===== config.mk =====
export PLATFORM = sky130hd
export DESIGN_NAME = i2c_temp_responder
export DESIGN_NICKNAME = d
export VERILOG_FILES = /design/src/rtl/i2c_temp_responder.sv
export SDC_FILE = /design/constraint.sdc
export NUM_CORES = 1
export LEC_CHECK = 0
export CAP_MARGIN = 0
export CORE_MARGIN = 3
export CORE_UTILIZATION = 30
export CTS_CLUSTER_DIAMETER = 120
export DETAILED_ROUTE_END_ITERATION = 16
export SYNTH_ARGS = -nofsm -noshare
export SYNTH_HDL_FRONTEND = slang
export SYNTH_SLANG_ARGS = --single-unit

===== constraint.sdc =====
create_clock -name clk_fpga -period 2.1 [get_ports clk_fpga]
set_input_delay 0.42 -clock clk_fpga [delete_from_list [all_inputs] [get_ports clk_fpga]]
set_output_delay 0.42 -clock clk_fpga [all_outputs]
set_load 0.05 [all_outputs]

===== src/rtl/i2c_temp_responder.sv =====
// I2C target emulating an ADT7420: serves a 16-bit temperature snapshot and an ID byte through a byte-wide register pointer.
// Optional `define I2C_GLITCH_FILTER_EN adds a 3-sample majority filter after the SCL/SDA synchronisers.
module i2c_temp_responder #(
    parameter logic [6:0] DEV_ADDR = 7'h4B,
    parameter logic [7:0] ID_VALUE = 8'hCB
) (
    input  logic        clk_fpga,
    input  logic        reset_n,
    input  logic        scl_in,
    input  logic        sda_in,
    output logic        sda_oe,
    input  logic [15:0] temp_in,
    output logic        busy,
    output logic        addr_hit,
    output logic [7:0]  pointer
);

    typedef enum logic [2:0] {
        IDLE, ADDR, ADDR_ACK, WR_BYTE, WR_ACK, RD_BYTE, RD_ACK, IGNORE
    } state_e;

    // Bit 1 carries SCL, bit 0 carries SDA through every conditioning stage.
    logic [1:0] s1_q, s1_d, s2_q, s2_d, hist_q, hist_d, lvl;
`ifdef I2C_GLITCH_FILTER_EN
    logic [2:0][1:0] win_q, win_d;
    logic [1:0]      flt_q, flt_d;
`endif

    state_e      state_q, state_d;
    logic [2:0]  bitcnt_q, bitcnt_d;
    logic [6:0]  shift_q, shift_d;
    logic        rw_q, rw_d;
    logic        first_q, first_d;
    logic        phase_q, phase_d;
    logic [7:0]  tx_q, tx_d;
    logic [15:0] shadow_q, shadow_d;
    logic [7:0]  pointer_q, pointer_d;
    logic        sda_oe_q, sda_oe_d;
    logic        addr_hit_q, addr_hit_d;

    logic scl_rise, scl_fall, start_ev, stop_ev, sda_bit;

    function automatic logic [7:0] read_map(input logic [7:0] ptr, input logic [15:0] snap);
        case (ptr)
            8'h00:   return snap[15:8];
            8'h01:   return snap[7:0];
            8'h0B:   return ID_VALUE;
            default: return 8'h00;
        endcase
    endfunction

    always_comb begin
        s1_d = {scl_in, sda_in};
        s2_d = s1_q;
`ifdef I2C_GLITCH_FILTER_EN
        win_d = {win_q[1:0], s2_q};
        flt_d = (win_q[0] & win_q[1]) | (win_q[0] & win_q[2]) | (win_q[1] & win_q[2]);
        lvl   = flt_q;
`else
        lvl   = s2_q;
`endif
        hist_d = lvl;
    end

    assign scl_rise = lvl[1] & ~hist_q[1];
    assign scl_fall = ~lvl[1] & hist_q[1];
    assign start_ev = lvl[1] & hist_q[1] & ~lvl[0] & hist_q[0];
    assign stop_ev  = lvl[1] & hist_q[1] & lvl[0] & ~hist_q[0];
    assign sda_bit  = lvl[0];

    // NOTE: sequential state uses non-blocking assignments so every flop samples pre-edge values.
    // Synchroniser stages reset to the idle-high bus level so reset release never fakes a START/STOP.
    always_ff @(posedge clk_fpga or negedge reset_n) begin
        if (!reset_n) begin
            s1_q       <= 2'b11;
            s2_q       <= 2'b11;
            hist_q     <= 2'b11;
`ifdef I2C_GLITCH_FILTER_EN
            win_q      <= '1;
            flt_q      <= 2'b11;
`endif
            state_q    <= IDLE;
            bitcnt_q   <= 3'd7;
            shift_q    <= '0;
            rw_q       <= 1'b0;
            first_q    <= 1'b0;
            phase_q    <= 1'b0;
            tx_q       <= '0;
            shadow_q   <= '0;
            pointer_q  <= '0;
            sda_oe_q   <= 1'b0;
            addr_hit_q <= 1'b0;
        end else begin
            s1_q       <= s1_d;
            s2_q       <= s2_d;
            hist_q     <= hist_d;
`ifdef I2C_GLITCH_FILTER_EN
            win_q      <= win_d;
            flt_q      <= flt_d;
`endif
            state_q    <= state_d;
            bitcnt_q   <= bitcnt_d;
            shift_q    <= shift_d;
            rw_q       <= rw_d;
            first_q    <= first_d;
            phase_q    <= phase_d;
            tx_q       <= tx_d;
            shadow_q   <= shadow_d;
            pointer_q  <= pointer_d;
            sda_oe_q   <= sda_oe_d;
            addr_hit_q <= addr_hit_d;
        end
    end

    // NOTE: every _d gets a hold default first so no path through the case infers a latch.
    always_comb begin
        state_d    = state_q;
        bitcnt_d   = bitcnt_q;
        shift_d    = shift_q;
        rw_d       = rw_q;
        first_d    = first_q;
        phase_d    = phase_q;
        tx_d       = tx_q;
        shadow_d   = shadow_q;
        pointer_d  = pointer_q;
        sda_oe_d   = sda_oe_q;
        addr_hit_d = 1'b0;

        if (start_ev) begin
            state_d  = ADDR;
            bitcnt_d = 3'd7;
            phase_d  = 1'b0;
            sda_oe_d = 1'b0;
        end else if (stop_ev) begin
            state_d  = IDLE;
            sda_oe_d = 1'b0;
        end else begin
            case (state_q)
                IDLE, IGNORE: sda_oe_d = 1'b0;
                ADDR: if (scl_rise) begin
                    shift_d = {shift_q[5:0], sda_bit};
                    if (bitcnt_q == 3'd0) begin
                        if (shift_q == DEV_ADDR) begin
                            state_d    = ADDR_ACK;
                            addr_hit_d = 1'b1;
                            rw_d       = sda_bit;
                            first_d    = ~sda_bit;
                            phase_d    = 1'b0;
                            if (sda_bit) shadow_d = temp_in;
                        end else begin
                            state_d = IGNORE;
                        end
                    end else begin
                        bitcnt_d = bitcnt_q - 3'd1;
                    end
                end
                // phase_q marks that the ACK is already on the bus; the second falling edge ends the slot.
                ADDR_ACK, WR_ACK: if (scl_fall) begin
                    if (!phase_q) begin
                        sda_oe_d = 1'b1;
                        phase_d  = 1'b1;
                    end else begin
                        phase_d  = 1'b0;
                        bitcnt_d = 3'd7;
                        if (state_q == ADDR_ACK && rw_q) begin
                            state_d  = RD_BYTE;
                            tx_d     = read_map(pointer_q, shadow_q);
                            sda_oe_d = ~tx_d[7];
                        end else begin
                            state_d  = WR_BYTE;
                            sda_oe_d = 1'b0;
                        end
                    end
                end
                WR_BYTE: if (scl_rise) begin
                    shift_d = {shift_q[5:0], sda_bit};
                    if (bitcnt_q == 3'd0) begin
                        state_d = WR_ACK;
                        phase_d = 1'b0;
                        if (first_q) begin
                            pointer_d = {shift_q, sda_bit};
                            first_d   = 1'b0;
                        end
                    end else begin
                        bitcnt_d = bitcnt_q - 3'd1;
                    end
                end
                // Here phase_q marks that the master has clocked in the last bit of the byte.
                RD_BYTE: if (scl_rise) begin
                    if (bitcnt_q == 3'd0) phase_d = 1'b1;
                    else                  bitcnt_d = bitcnt_q - 3'd1;
                end else if (scl_fall) begin
                    if (phase_q) begin
                        state_d  = RD_ACK;
                        phase_d  = 1'b0;
                        sda_oe_d = 1'b0;
                    end else begin
                        sda_oe_d = ~tx_q[bitcnt_q];
                    end
                end
                RD_ACK: if (scl_rise) begin
                    pointer_d = pointer_q + 8'd1;
                    if (sda_bit) state_d = IGNORE;
                    else         phase_d = 1'b1;
                end else if (scl_fall && phase_q) begin
                    state_d  = RD_BYTE;
                    phase_d  = 1'b0;
                    bitcnt_d = 3'd7;
                    tx_d     = read_map(pointer_q, shadow_q);
                    sda_oe_d = ~tx_d[7];
                end
                default: state_d = IDLE;
            endcase
        end
    end

    always_comb begin
        sda_oe   = sda_oe_q;
        addr_hit = addr_hit_q;
        pointer  = pointer_q;
        busy     = state_q inside {ADDR_ACK, WR_BYTE, WR_ACK, RD_BYTE, RD_ACK};
    end

endmodule


==> summary.md <==
| Metric | Value |
|---|---|
| First-pass GRT wire length | 13340 um |
| Clk Latency, worst-skew pair | 0.32 ns |
| Status | finished with violations |
| EDFF count, synth | 0 |
| Area contributors post-synth | dfrtp_1 37%, dfstp_2 7.4%, mux2_2 5.0% |
| Die area | 11860 sq um |
| Comb pwr share | 51.9% |
| H-tree levels | 2 |
| Initial Utilization | 31.64% |
| Dpl hpwl | 5650 um |
| Clk_skew | 0.006914 ns |
| Ports | 31 |
| Ys async rst share | 100.0% |
| Mapped Avg Cell Area | 10.49 sq um |
| Total number of vias | 2617 |
| Worst-path clk slew | 0.11 ns |
| Clk network pwr share | 15.4% |
| Reg2Reg Setup Slack | -0.07 ns |
| Place WS | -0.1024 ns |
| Routed wire length on met3 | 310 um |
| Reg-to-Reg Start | hist_d[1] |
| Core outline area | 10040 sq um |
| FF+latch count, synth | 56 |
| Synth warn | 0 |
| Dominant register cell in the synthesized netlist | dfrtp_1 |
| Wl on met1 | 3750 um |
| Drt drc | 0 |
| Max-cap violations | 0 |
| Max Fclk | 461.0 MHz |
| Fin crit share | 103.3% |
| Most frequent cells in the layout | 47 x dfrtp_1, 46 x buf_4, 24 x clkdlybuf4s50_1, 21 x nor2_1, 21 x a21oi_1 |
| CP required | 2.31 ns |
| Clock sink total | 56 |
| Largest delay share family, worst path | simple AND/OR/NAND/NOR gates |
| Crit path arrival time | 2.38 ns |
| Remaining Overflow, GRT | 0 |
| Switching Share | 41.29% |
| Mapped Nets | 331 |
| Most common cell after layout, fill and taps aside | dfrtp_1 |
| Critical-path top delay cell | dfstp_2 |
| Number of antenna violations at the first check in global routing | 0 |
| Initial DRC count | 119 |
| CTS buffer count | 5 |
| Die H | 108.9 um |
| Antenna diodes | 0 |
| CP Class | register to register |
| Final hold vios | 0 |
| Worst setup EP type | register |
| CTS Root Buffer Type | clkbuf_8 |
| Final WS setup | -0.06897 ns |
| Row cnt | 36 |
| CTS Buffer Depth | 2 |
| Post-route ant nets | 0 |
| Slowest Stage Delay on Critical Path | 0.57 ns |
| Via count of the first global-routing pass | 2669 |
| Min cycle time layout | 2.169 ns |
| Pwr Total | 5.009 mW |
| Worst VDD drop | 0.6984 mV |
| Final Max Slew Viols | 0 |
| RSZ-0062 raised after global routing | true |
| Share of post-route cells with drive strength above 1 | 30.19% |
| Wire length on met2 | 3670 um |
| Drt wl/cell | 15.51 um |
| Final setup viols | 16 |
| RR Endpoint | shadow_q[3] |
| Reg power frac | 32.6% |
| Filler cells | 976 |
| GRT Total Usage | 13.97% |
| P_sw | 2.068 mW |
| CTS tree | done |
| HP Class | input port to async pin |
| Lkg Pwr | 1.830 nW |
| Mapped Cells | 303 |
| R2R depth | 6 |
| Crit-path max FO | 8 |
| CP cell instances | ha_4, nand4bb_1, or4b_4, nor2_8, buf_12, mux2_2 |
| Post-synth top area share | 37.01% |
| Final net count | 398 |
| GP Congestion | 0.9390 |
| Max layer used | met4 |
| Slew HR | 65.47% |
| Cell variety after synth | 57 |
| Buffers on Ports | 30 |
| Sequential element share of the synthesized area | 44.45% |
| Post-synth top area cell | dfrtp_1 |
| Least-Margin Pin Slew | 0.5169 ns |
| Power Internal | 2.941 mW |
| Crit path buf inv count | 1 |
| Worst setup path startpoint | hist_d[1] |
| CTS Hold Buffers Added | 0 |
| Die width | 108.9 um |
| Synth Cell Area | 3178 sq um |
| Startpoint Class | register |
| Failing checks | setup timing |
| Power density over cell area | 1201 nW/um^2 |
| Area delta synth->final | 31.26% |
| DRT Pass-1 Iters | 4 |
| Drt total wl | 7818 um |
| Via/cell ratio | 5.192 |
| Largest net degree at the start of global routing | 57 |
## synthesized netlist by cell type (all sizes together) (6+ instances only)
cell type  instances
a22oi              6
nand3             12
buf                6
mux2              24
ha                 8
nor3               8
dfstp              9
nor2              22
nor2b              6
o22a               6
o21ai             17
dfrtp             47
clkbuf            12
nand2             12
a21oi             22
inv               16
## cells by family after synthesis
family	after synthesis	synth area share [%]
mux	30	12.36
simple gates	81	14.57
compound gates	92	20.24
flops	56	44.45
buf+inv	34	4.685
fa+ha+maj	8	3.150
xor+xnor	2	0.5513
## sequential cells by signal, indices dropped and copies added (netlist names)
| register | count |
|---|---|
| s1_q | 2 |
| pointer | 8 |
| phase_q | 1 |
| shift_q | 7 |
| tx_q | 8 |
| first_q | 1 |
| addr_hit | 1 |
| state_q | 3 |
| hist_d | 2 |
| sda_oe | 1 |
| shadow_q | 16 |
| rw_q | 1 |
| bitcnt_q | 3 |
| hist_q | 2 |
## power groups by stage
stage	combinational, mW	sequential [mW]	clock, mW
after detailed placement	2.46	1.65	0
after global placement	2.45	1.64	0
after floorplan	1.38	1.77	0
after global routing	2.82	1.68	0.825
after CTS	2.55	1.63	0.792
final	2.60	1.64	0.772
## final cells by class
| class | count | area, sq um | share of cell area (%) |
|---|---|---|---|
| flip-flops and latches | 56 | 1413 | 33.86 |
| clock inverters | 2 | 38.79 | 0.9298 |
| multi-input cells | 213 | 1688 | 40.46 |
| clock buffers | 6 | 82.58 | 1.980 |
| well taps | 133 | 166.4 | 3.989 |
| inverters | 16 | 60.06 | 1.440 |
| repair buffers | 78 | 723.2 | 17.34 |
## stage by stage
step	instance area [sq um]	hold WS, ns	TNS, ns	utilization (%)	instances
final	4172	0.07991	-0.7254	41.53	504
after CTS	4114	0.09462	-0.5800	40.96	502
after floorplan	3184	0.1244	0	-	303
after global routing	4172	0.1024	-2.001	41.53	504
after detailed placement	3915	0.3488	-1.389	38.98	490
after global placement	3915	0.3468	-0.4970	38.98	490
## routing by layer
metal  up-vias  global-route usage [%]
met1      1275                   19.96
met3         7                   1.658
met5         -                       0
met4         0                   3.697
met2        69                   22.41
li1       1266                       -
## worst max-delay path by stage
stage,end,slack (ns),cells after the start
finish,shadow_q[3],-0.07,6
CTS,shadow_q[1],-0.06,6
detailed placement,bitcnt_q[2],-0.10,8
global placement,shadow_q[3],-0.05,6
floorplan,shadow_q[10],0.008,6
global route,shadow_q[1],-0.15,6
## what timing repair did
| item | CTS | global route |
|---|---|---|
| gates cloned | 1 | 0 |
| resized for setup | 9 | 14 |
| endpoints found under the setup margin | 21 | 27 |
| setup buffers | 3 | 2 |
| pin swaps | 1 | 6 |
## worst register-to-register path: cells and delay by family (launching register included)
kind          cells  cell delay, ns
flops             1            0.57
buf+inv           1            0.15
simple gates      3            0.86
fa+ha+maj         1            0.15
mux               1            0.33
Note: power is estimated with default switching activity, not from simulation.
